===== config.mk =====
export PLATFORM = sky130hd
export DESIGN_NAME = nes_pad_responder_flat
export DESIGN_NICKNAME = d
export VERILOG_FILES = /design/src/rtl/nes_pad_if.sv /design/src/rtl/nes_pad_responder.sv /design/src/flat_wrapper.sv
export SDC_FILE = /design/constraint.sdc
export NUM_CORES = 1
export LEC_CHECK = 0
export ABC_AREA = 1
export BUFFER_PORTS_ARGS = -buffer_cell sky130_fd_sc_hd__buf_2
export CAP_MARGIN = 20
export CORE_AREA = 2 2 88 90
export CTS_CLUSTER_SIZE = 16
export DETAILED_ROUTE_END_ITERATION = 10
export DIE_AREA = 0 0 90 92
export GPL_ROUTABILITY_DRIVEN = 0
export PLACE_DENSITY = 0.56
export RECOVER_POWER = 25
export REMOVE_ABC_BUFFERS = 1
export SYNTH_ARGS = -nofsm -noshare
export SYNTH_HDL_FRONTEND = slang
export SYNTH_SLANG_ARGS = --single-unit
export TNS_END_PERCENT = 1

===== constraint.sdc =====
create_clock -name clk -period 1.8 [get_ports clk]
set_input_delay 0.36 -clock clk [delete_from_list [all_inputs] [get_ports clk]]
set_output_delay 0.36 -clock clk [all_outputs]
set_load 0.05 [all_outputs]

===== src/rtl/nes_pad_if.sv =====
// NES controller port bundle: the host drives latch and pulse, the pad answers on data.
interface nes_pad_if;
    logic nes_latch;
    logic nes_pulse;
    logic nes_data;

    modport master (
        output nes_latch,
        output nes_pulse,
        input  nes_data
    );

    modport slave (
        input  nes_latch,
        input  nes_pulse,
        output nes_data
    );
endinterface


===== src/rtl/nes_pad_responder.sv =====
// Emulates an NES pad's serial shift register on a synchronous clock domain,
// with frame/poll bookkeeping and a link-idle watchdog.
module nes_pad_responder #(
    parameter int unsigned SYNC_STAGES  = 2,
    parameter logic [23:0] IDLE_TIMEOUT = 24'd1_000_000
) (
    input  logic             clk,
    input  logic             rst,
    input  logic [0:7]       buttons_in,
    nes_pad_if.slave         pad,
    output logic             frame_done,
    output logic [3:0]       bit_index,
    output logic [7:0]       poll_count,
    output logic             link_stale
);

    localparam logic [1:0] StIdle  = 2'd0;
    localparam logic [1:0] StLoad  = 2'd1;
    localparam logic [1:0] StShift = 2'd2;
    localparam logic [1:0] StDone  = 2'd3;

    logic [SYNC_STAGES-1:0] latch_sync_q, pulse_sync_q;
    logic                   latch_dly_q, pulse_dly_q;
    logic                   latch_s, pulse_s;
    logic                   latch_rise, latch_fall, pulse_rise;

    logic [1:0]  state_q, state_d;
    logic [0:7]  shreg_q, shreg_d;
    logic [3:0]  bit_idx_q, bit_idx_d;
    logic        data_q, data_d;
    logic        frame_done_q, frame_done_d;
    logic [7:0]  poll_q, poll_d;
    logic [23:0] idle_cnt_q, idle_cnt_d;
    logic [2:0]  nxt_idx;

    assign latch_s    = latch_sync_q[SYNC_STAGES-1];
    assign pulse_s    = pulse_sync_q[SYNC_STAGES-1];
    assign latch_rise = latch_s & ~latch_dly_q;
    assign latch_fall = ~latch_s & latch_dly_q;
    assign pulse_rise = pulse_s & ~pulse_dly_q;
    assign nxt_idx    = bit_idx_q[2:0] + 3'd1;

    always_comb begin
        state_d      = state_q;
        shreg_d      = shreg_q;
        bit_idx_d    = bit_idx_q;
        data_d       = data_q;
        frame_done_d = 1'b0;
        poll_d       = poll_q;

        if (latch_fall) begin
            poll_d = poll_q + 8'd1;
        end

        // A high latch overrides everything, including a coincident pulse edge.
        if (latch_s) begin
            state_d   = StLoad;
            shreg_d   = buttons_in;
            bit_idx_d = 4'd0;
            data_d    = ~buttons_in[0];
        end else begin
            case (state_q)
                StIdle: begin
                    data_d    = 1'b1;
                    bit_idx_d = 4'd0;
                end
                StLoad: begin
                    if (latch_fall) begin
                        state_d = StShift;
                    end
                end
                StShift: begin
                    if (pulse_rise) begin
                        if (bit_idx_q == 4'd7) begin
                            bit_idx_d    = 4'd8;
                            data_d       = 1'b0;
                            frame_done_d = 1'b1;
                            state_d      = StDone;
                        end else begin
                            bit_idx_d = bit_idx_q + 4'd1;
                            data_d    = ~shreg_q[nxt_idx];
                        end
                    end
                end
                default: begin
                    data_d    = 1'b0;
                    bit_idx_d = 4'd8;
                end
            endcase
        end
    end

    always_comb begin
        idle_cnt_d = idle_cnt_q;
        if (latch_rise) begin
            idle_cnt_d = 24'd0;
        end else if (idle_cnt_q != IDLE_TIMEOUT) begin
            idle_cnt_d = idle_cnt_q + 24'd1;
        end
    end

    always_ff @(posedge clk or negedge rst) begin
        if (!rst) begin
            latch_sync_q <= '0;
            pulse_sync_q <= '0;
            latch_dly_q  <= 1'b0;
            pulse_dly_q  <= 1'b0;
            state_q      <= StIdle;
            shreg_q      <= '0;
            bit_idx_q    <= 4'd0;
            data_q       <= 1'b1;
            frame_done_q <= 1'b0;
            poll_q       <= 8'd0;
            idle_cnt_q   <= 24'd0;
        end else begin
            latch_sync_q <= {latch_sync_q[SYNC_STAGES-2:0], pad.nes_latch};
            pulse_sync_q <= {pulse_sync_q[SYNC_STAGES-2:0], pad.nes_pulse};
            latch_dly_q  <= latch_s;
            pulse_dly_q  <= pulse_s;
            state_q      <= state_d;
            shreg_q      <= shreg_d;
            bit_idx_q    <= bit_idx_d;
            data_q       <= data_d;
            frame_done_q <= frame_done_d;
            poll_q       <= poll_d;
            idle_cnt_q   <= idle_cnt_d;
        end
    end

    assign pad.nes_data = data_q;
    assign frame_done   = frame_done_q;
    assign bit_index    = bit_idx_q;
    assign poll_count   = poll_q;
    assign link_stale   = (idle_cnt_q == IDLE_TIMEOUT);

endmodule


===== src/flat_wrapper.sv =====
// flat-port wrapper written by rule: the top's interface ports become plain ports
module nes_pad_responder_flat 
#(
    parameter int unsigned SYNC_STAGES  = 2,
    parameter logic [23:0] IDLE_TIMEOUT = 24'd1_000_000
)
  (clk, rst, buttons_in, frame_done, bit_index, poll_count, link_stale, pad_nes_latch, pad_nes_pulse, pad_nes_data);
  nes_pad_if pad_i ();
  input  logic clk;
  input  logic rst;
  input  logic [0:7] buttons_in;
  output logic frame_done;
  output logic [3:0] bit_index;
  output logic [7:0] poll_count;
  output logic link_stale;
  input wire logic [$bits(pad_i.nes_latch)-1:0] pad_nes_latch;
  input wire logic [$bits(pad_i.nes_pulse)-1:0] pad_nes_pulse;
  output wire logic [$bits(pad_i.nes_data)-1:0] pad_nes_data;
  assign pad_i.nes_latch = pad_nes_latch;
  assign pad_i.nes_pulse = pad_nes_pulse;
  assign pad_nes_data = pad_i.nes_data;
  nes_pad_responder #(.SYNC_STAGES(SYNC_STAGES), .IDLE_TIMEOUT(IDLE_TIMEOUT)) u_core (.clk(clk), .rst(rst), .buttons_in(buttons_in), .pad(pad_i), .frame_done(frame_done), .bit_index(bit_index), .poll_count(poll_count), .link_stale(link_stale));
endmodule

# After elaboration in Yosys (flattened, before gate mapping)
# Index checks and enable logic that the tools add are counted.
dict set report totals {
  elab_cells 61
  register_bits 54
  inputBits 12
  out_inout_bits 15
}
dict set report op_classes {
  n_addsub 4
  n_mux 22
  order_cmp 1
  n_bitwise 9
  n_reduce_logical 5
  n_eq_ne 9
}
# operator count
set op_table {}
lappend op_table {{24-bit two-way mux} 2}
lappend op_table {{24-bit by 1-bit adder with 24-bit output (second input constant)} 1}
lappend op_table {{24-bit by 20-bit == test with 1-bit output (second input constant)} 1}
lappend op_table {{24-bit by 20-bit inequality test with 1-bit output (second input constant)} 1}
lappend op_table {{4-bit two-way mux} 3}
lappend op_table {{4-bit case mux with 3 select lines} 1}
lappend op_table {{1-bit two-way mux} 9}
lappend op_table {{3-bit by 1-bit inequality test with 1-bit output (second input constant)} 3}
lappend op_table {{8-bit by 1-bit adder with 8-bit output (second input constant)} 1}
lappend op_table {{2-bit two-way mux} 4}
lappend op_table {{1-bit NOT} 5}
lappend op_table {{4-bit by 1-bit adder with 4-bit output (second input constant)} 1}
lappend op_table {{4-bit by 3-bit == test with 1-bit output (second input constant)} 1}
lappend op_table {{4-bit >= comparator (second input constant)} 1}
lappend op_table {{3-bit NOT with 4-bit output} 1}
lappend op_table {{2-bit case mux with 2 select lines} 1}
lappend op_table {{4-bit AND reduction} 1}
lappend op_table {{3-bit by 1-bit adder with 3-bit output (second input constant)} 1}
lappend op_table {{1-bit bitwise AND} 3}
lappend op_table {{1-bit binary-select mux with 3-bit select} 1}
lappend op_table {{1-bit case mux with 3 select lines} 1}
lappend op_table {{3-bit nonzero test} 1}
lappend op_table {{2-bit by 1-bit == test with 1-bit output (second input constant)} 1}
lappend op_table {{2-bit == test (second input constant)} 1}
lappend op_table {{other kinds (4)} 4}

# Depth between registers and ports, before layout
dict set report depth {
  ltp_word 10
  ltp_mapped 10
  ltp_nobuf 10
}

# Worst setup path after synthesis
# No wires, ideal clock.
dict set report synth_path {
  kind {register to output}
  startpoint {reg u_core.idle_cnt_q[0]}
  endpoint {out link_stale}
  required_ns 1.440
  t_arrival_ns 1.559
  slack_ns -0.119
  n_path_buf 0
  path_stages_with_launch 7
  cell_sequence {dfrtp_1 -> inv_1 -> ha_1 -> inv_1 -> nor2_1 -> nand4_1 -> nor2_1}
}
dict set report synth_between {
  elab_chain_cells 1
}
# element line
set synth_rtl {}
lappend synth_rtl {{start: declaration} nes_pad_responder.sv:33} ;# logic [23:0] idle_cnt_q, idle_cnt_d;
lappend synth_rtl {{start signal: assignment} nes_pad_responder.sv:126} ;# idle_cnt_q <= idle_cnt_d;
lappend synth_rtl {{24-bit by 20-bit == test with 1-bit output} nes_pad_responder.sv:134} ;# assign link_stale = (idle_cnt_q == IDLE_TIMEOUT);
lappend synth_rtl {{end: declaration} flat_wrapper.sv:15} ;# output logic link_stale;
# No other way between the ends.

# Final worst setup path
dict set report layout_path {
  startpoint {reg u_core.idle_cnt_q[15]}
  endpoint {out link_stale}
}
# Same word-level chain as after synthesis.

==> summary.md <==
| Metric | Value |
|---|---|
| RSZ-0062 raised after global routing | true |
| Post-synth EDFFs | 0 |
| Skew-Pair Late Insertion Delay | 0.32 ns |
| Sequential area share after synthesis | 47.12% |
| Peak VDD IR | 0.5203 mV |
| Final Cycle Share | 102.9% |
| Clock period minus worst slack | 1.853 ns |
| Row count | 32 |
| Number of fill cells in the layout | 780 |
| GRT overflow | 0 |
| Layout area overhead | 19.79% |
| Synthesized area | 2870 sq um |
| Failing checks | setup timing |
| Synth Register Bits | 54 |
| Final core occ | 46.17% |
| CTS tree | built |
| Total power | 3.368 mW |
| Worst-margin pin slew | 0.9686 ns |
| Avg Cell Area, Syn | 7.907 sq um |
| Lkg Pwr | 1.706 nW |
| Worst hold slack | 0.1372 ns |
| Outcome | complete, but fails checks |
| PwrDens | 979.6 nW/um^2 |
| Post-synth cell types | 32 |
| Global-route usage over all layers | 15.75% |
| Remaining antenna violation count | 0 |
| Crit end category | primary output |
| Port Buffers | 26 |
| Clock Path Buffers | 2 |
| FMAX | 0.5397 GHz |
| Hold Crit Class | in2reg |
| First drt pass iteration count | 4 |
| Final Hold Viols | 0 |
| Fin Setup TNS | -0.05298 ns |
| Setup CP Type | reg2out |
| Max-capacitance violation count | 0 |
| Synth warn | 0 |
| Syn Inst Count | 363 |
| Max Slew Vio Count | 0 |
| Die width | 90 um |
| DR vias | 2426 |
| IO Pins | 27 |
| Drt wl/cell | 12.17 um |
| CTS Buf Count | 5 |
| Share of cells above drive strength 1 | 20.62% |
| Clock Pin Slew Worst Setup and Hold Paths | 0.11 ns |
| Initial DRC count | 89 |
| Final setup fails | 1 |
| Critical Path Fanout Max | 2 |
| Relative slew margins | 35.42% |
| DRC viols | 0 |
| Final #Nets | 435 |
| DIE HEIGHT | 92 um |
| Top_reg_cell synth | dfrtp_1 |
| Worst Skew | 0.01252 ns |
| Starting density of the core | 38.54% |
| Core box area | 7447 sq um |
| CP Launch Type | flop |
| Initial antenna violation count | 0 |
| Critical Path RT | 1.44 ns |
| Clk root buf | clkbuf_8 |
| CTS H-Tree Depth | 2 |
| First-pass GRT wire length | 10610 um |
| Largest net degree at the start of global routing | 41 |
| Asr flop ratio synth | 100.0% |
| Drt total wl | 6317 um |
| Setup ws final | -0.05298 ns |
| Clock sink count | 54 |
| CP arrival | 1.49 ns |
| # diodes | 0 |
| Vias/cell | 4.674 |
| Vias in the first global route | 2279 |
| Area of the die | 8280 sq um |
| Final HPWL DP | 4552 um |
-- placed cells by master, fill, tap and decap left out, drive strengths merged, types with 7 or more instances in the layout --
| master | synthesis | final |
|---|---|---|
| nand4 | 7 | 7 |
| inv | 40 | 42 |
| nand3 | 21 | 21 |
| nor2 | 67 | 67 |
| ha | 7 | 7 |
| clkbuf | 2 | 7 |
| o21ai | 15 | 15 |
| buf | 1 | 46 |
| nand2 | 111 | 111 |
| xnor2 | 8 | 8 |
| dfrtp | 53 | 53 |
| a21oi | 14 | 14 |
-- what timing repair did --
item	4_1_cts	5_1_grt
setup endpoints to repair	1	1
resized for setup	6	8
endpoints found under the hold margin	14	0
hold buffers	1	0
pin swaps	1	3
buffers inserted	4	9
-- worst max-delay path: stages, from the launching register on --
cell	delay, ns
dfrtp_1	0.43
nor4_4	0.31
nand4_1	0.12
nor2_1	0.15
buf_6	0.17
-- final timing paths --
check,cells past startpoint,slack [ns],from,endpoint
min in group asynchronous,2,0.71,rst,u_core.idle_cnt_q[22]
min reg2reg,0,0.36,u_core.latch_sync_q[0],u_core.latch_sync_q[1]
max,4,-0.05,u_core.idle_cnt_q[15],link_stale
max in group asynchronous,3,0.29,rst,u_core.pad.nes_data
min,1,0.14,pad_nes_latch,u_core.latch_sync_q[0]
max reg2reg,9,0.19,u_core.idle_cnt_q[0],u_core.idle_cnt_q[18]
-- cells in the mapped netlist, drive strengths merged, types with 2 or more instances --
| library cell | number | area, sq um |
|---|---|---|
| a21oi | 14 | 70.07 |
| a31oi | 2 | 12.51 |
| clkbuf | 2 | 8.750 |
| dfrtp | 53 | 1326 |
| ha | 7 | 87.58 |
| inv | 40 | 152.6 |
| nand2 | 111 | 439.2 |
| nand3 | 21 | 110.1 |
| nand4 | 7 | 43.79 |
| nor2 | 67 | 326.6 |
| nor3 | 2 | 10.01 |
| nor4 | 3 | 18.77 |
| o21ai | 15 | 75.07 |
| xnor2 | 8 | 70.07 |
| xor2 | 4 | 35.03 |
-- report_power, final --
part / internal (mW) / switching (mW) / total (mW)
sequential: 1.38 / 0.162 / 1.54
clock: 0.288 / 0.450 / 0.737
combinational: 0.344 / 0.746 / 1.09
total: 2.01 / 1.36 / 3.37
-- area by class of cell --
class                      instances  area (sq um)  area share [%]
clock buffer                       5         68.82           2.001
clock inverter                     3         26.28          0.7642
sequential                        54          1358           39.48
multi-input combinational        265          1383           40.21
inverter                          41         156.4           4.549
timing repair buffer              49         319.1           9.279
tap                              102         127.6           3.712
-- through the flow --
stage / worst slack (ns) / cells / area (sq um)
after floorplan: -0.1189 / 360 / 2850
after global placement: 0.1287 / 497 / 3188
after detailed placement: 0.1325 / 497 / 3188
after CTS: -0.06120 / 510 / 3349
after global routing: -0.1328 / 519 / 3438
final: -0.05298 / 519 / 3438
-- registers in the layout, summed over array words and instances (netlist names) --
name,count
u_core.frame_done,1
u_core.bit_index,4
u_core.latch_sync_q,2
u_core.idle_cnt_q,24
u_core.pulse_dly_q,1
u_core.pad.nes_data,1
u_core.poll_count,8
u_core.latch_dly_q,1
u_core.state_q,2
u_core.pulse_sync_q,2
u_core.shreg_q,8
-- metal layers --
layer	vias to the layer above	GRT usage [%]	part of all wire, %
met4	0	4.487	0.85
li1	1249	-	-
met3	4	2.629	3.4
met1	1133	21.02	48
met5	-	0	0
met2	40	26.50	48
-- kinds of logic after synthesis --
kind of cell,synth area share (%)
buf+inv,6.146
simple gates,33.74
compound gates,6.277
xor+xnor,3.662
flops,47.12
fa+ha+maj,3.051
(Power assumes the default switching activity.)
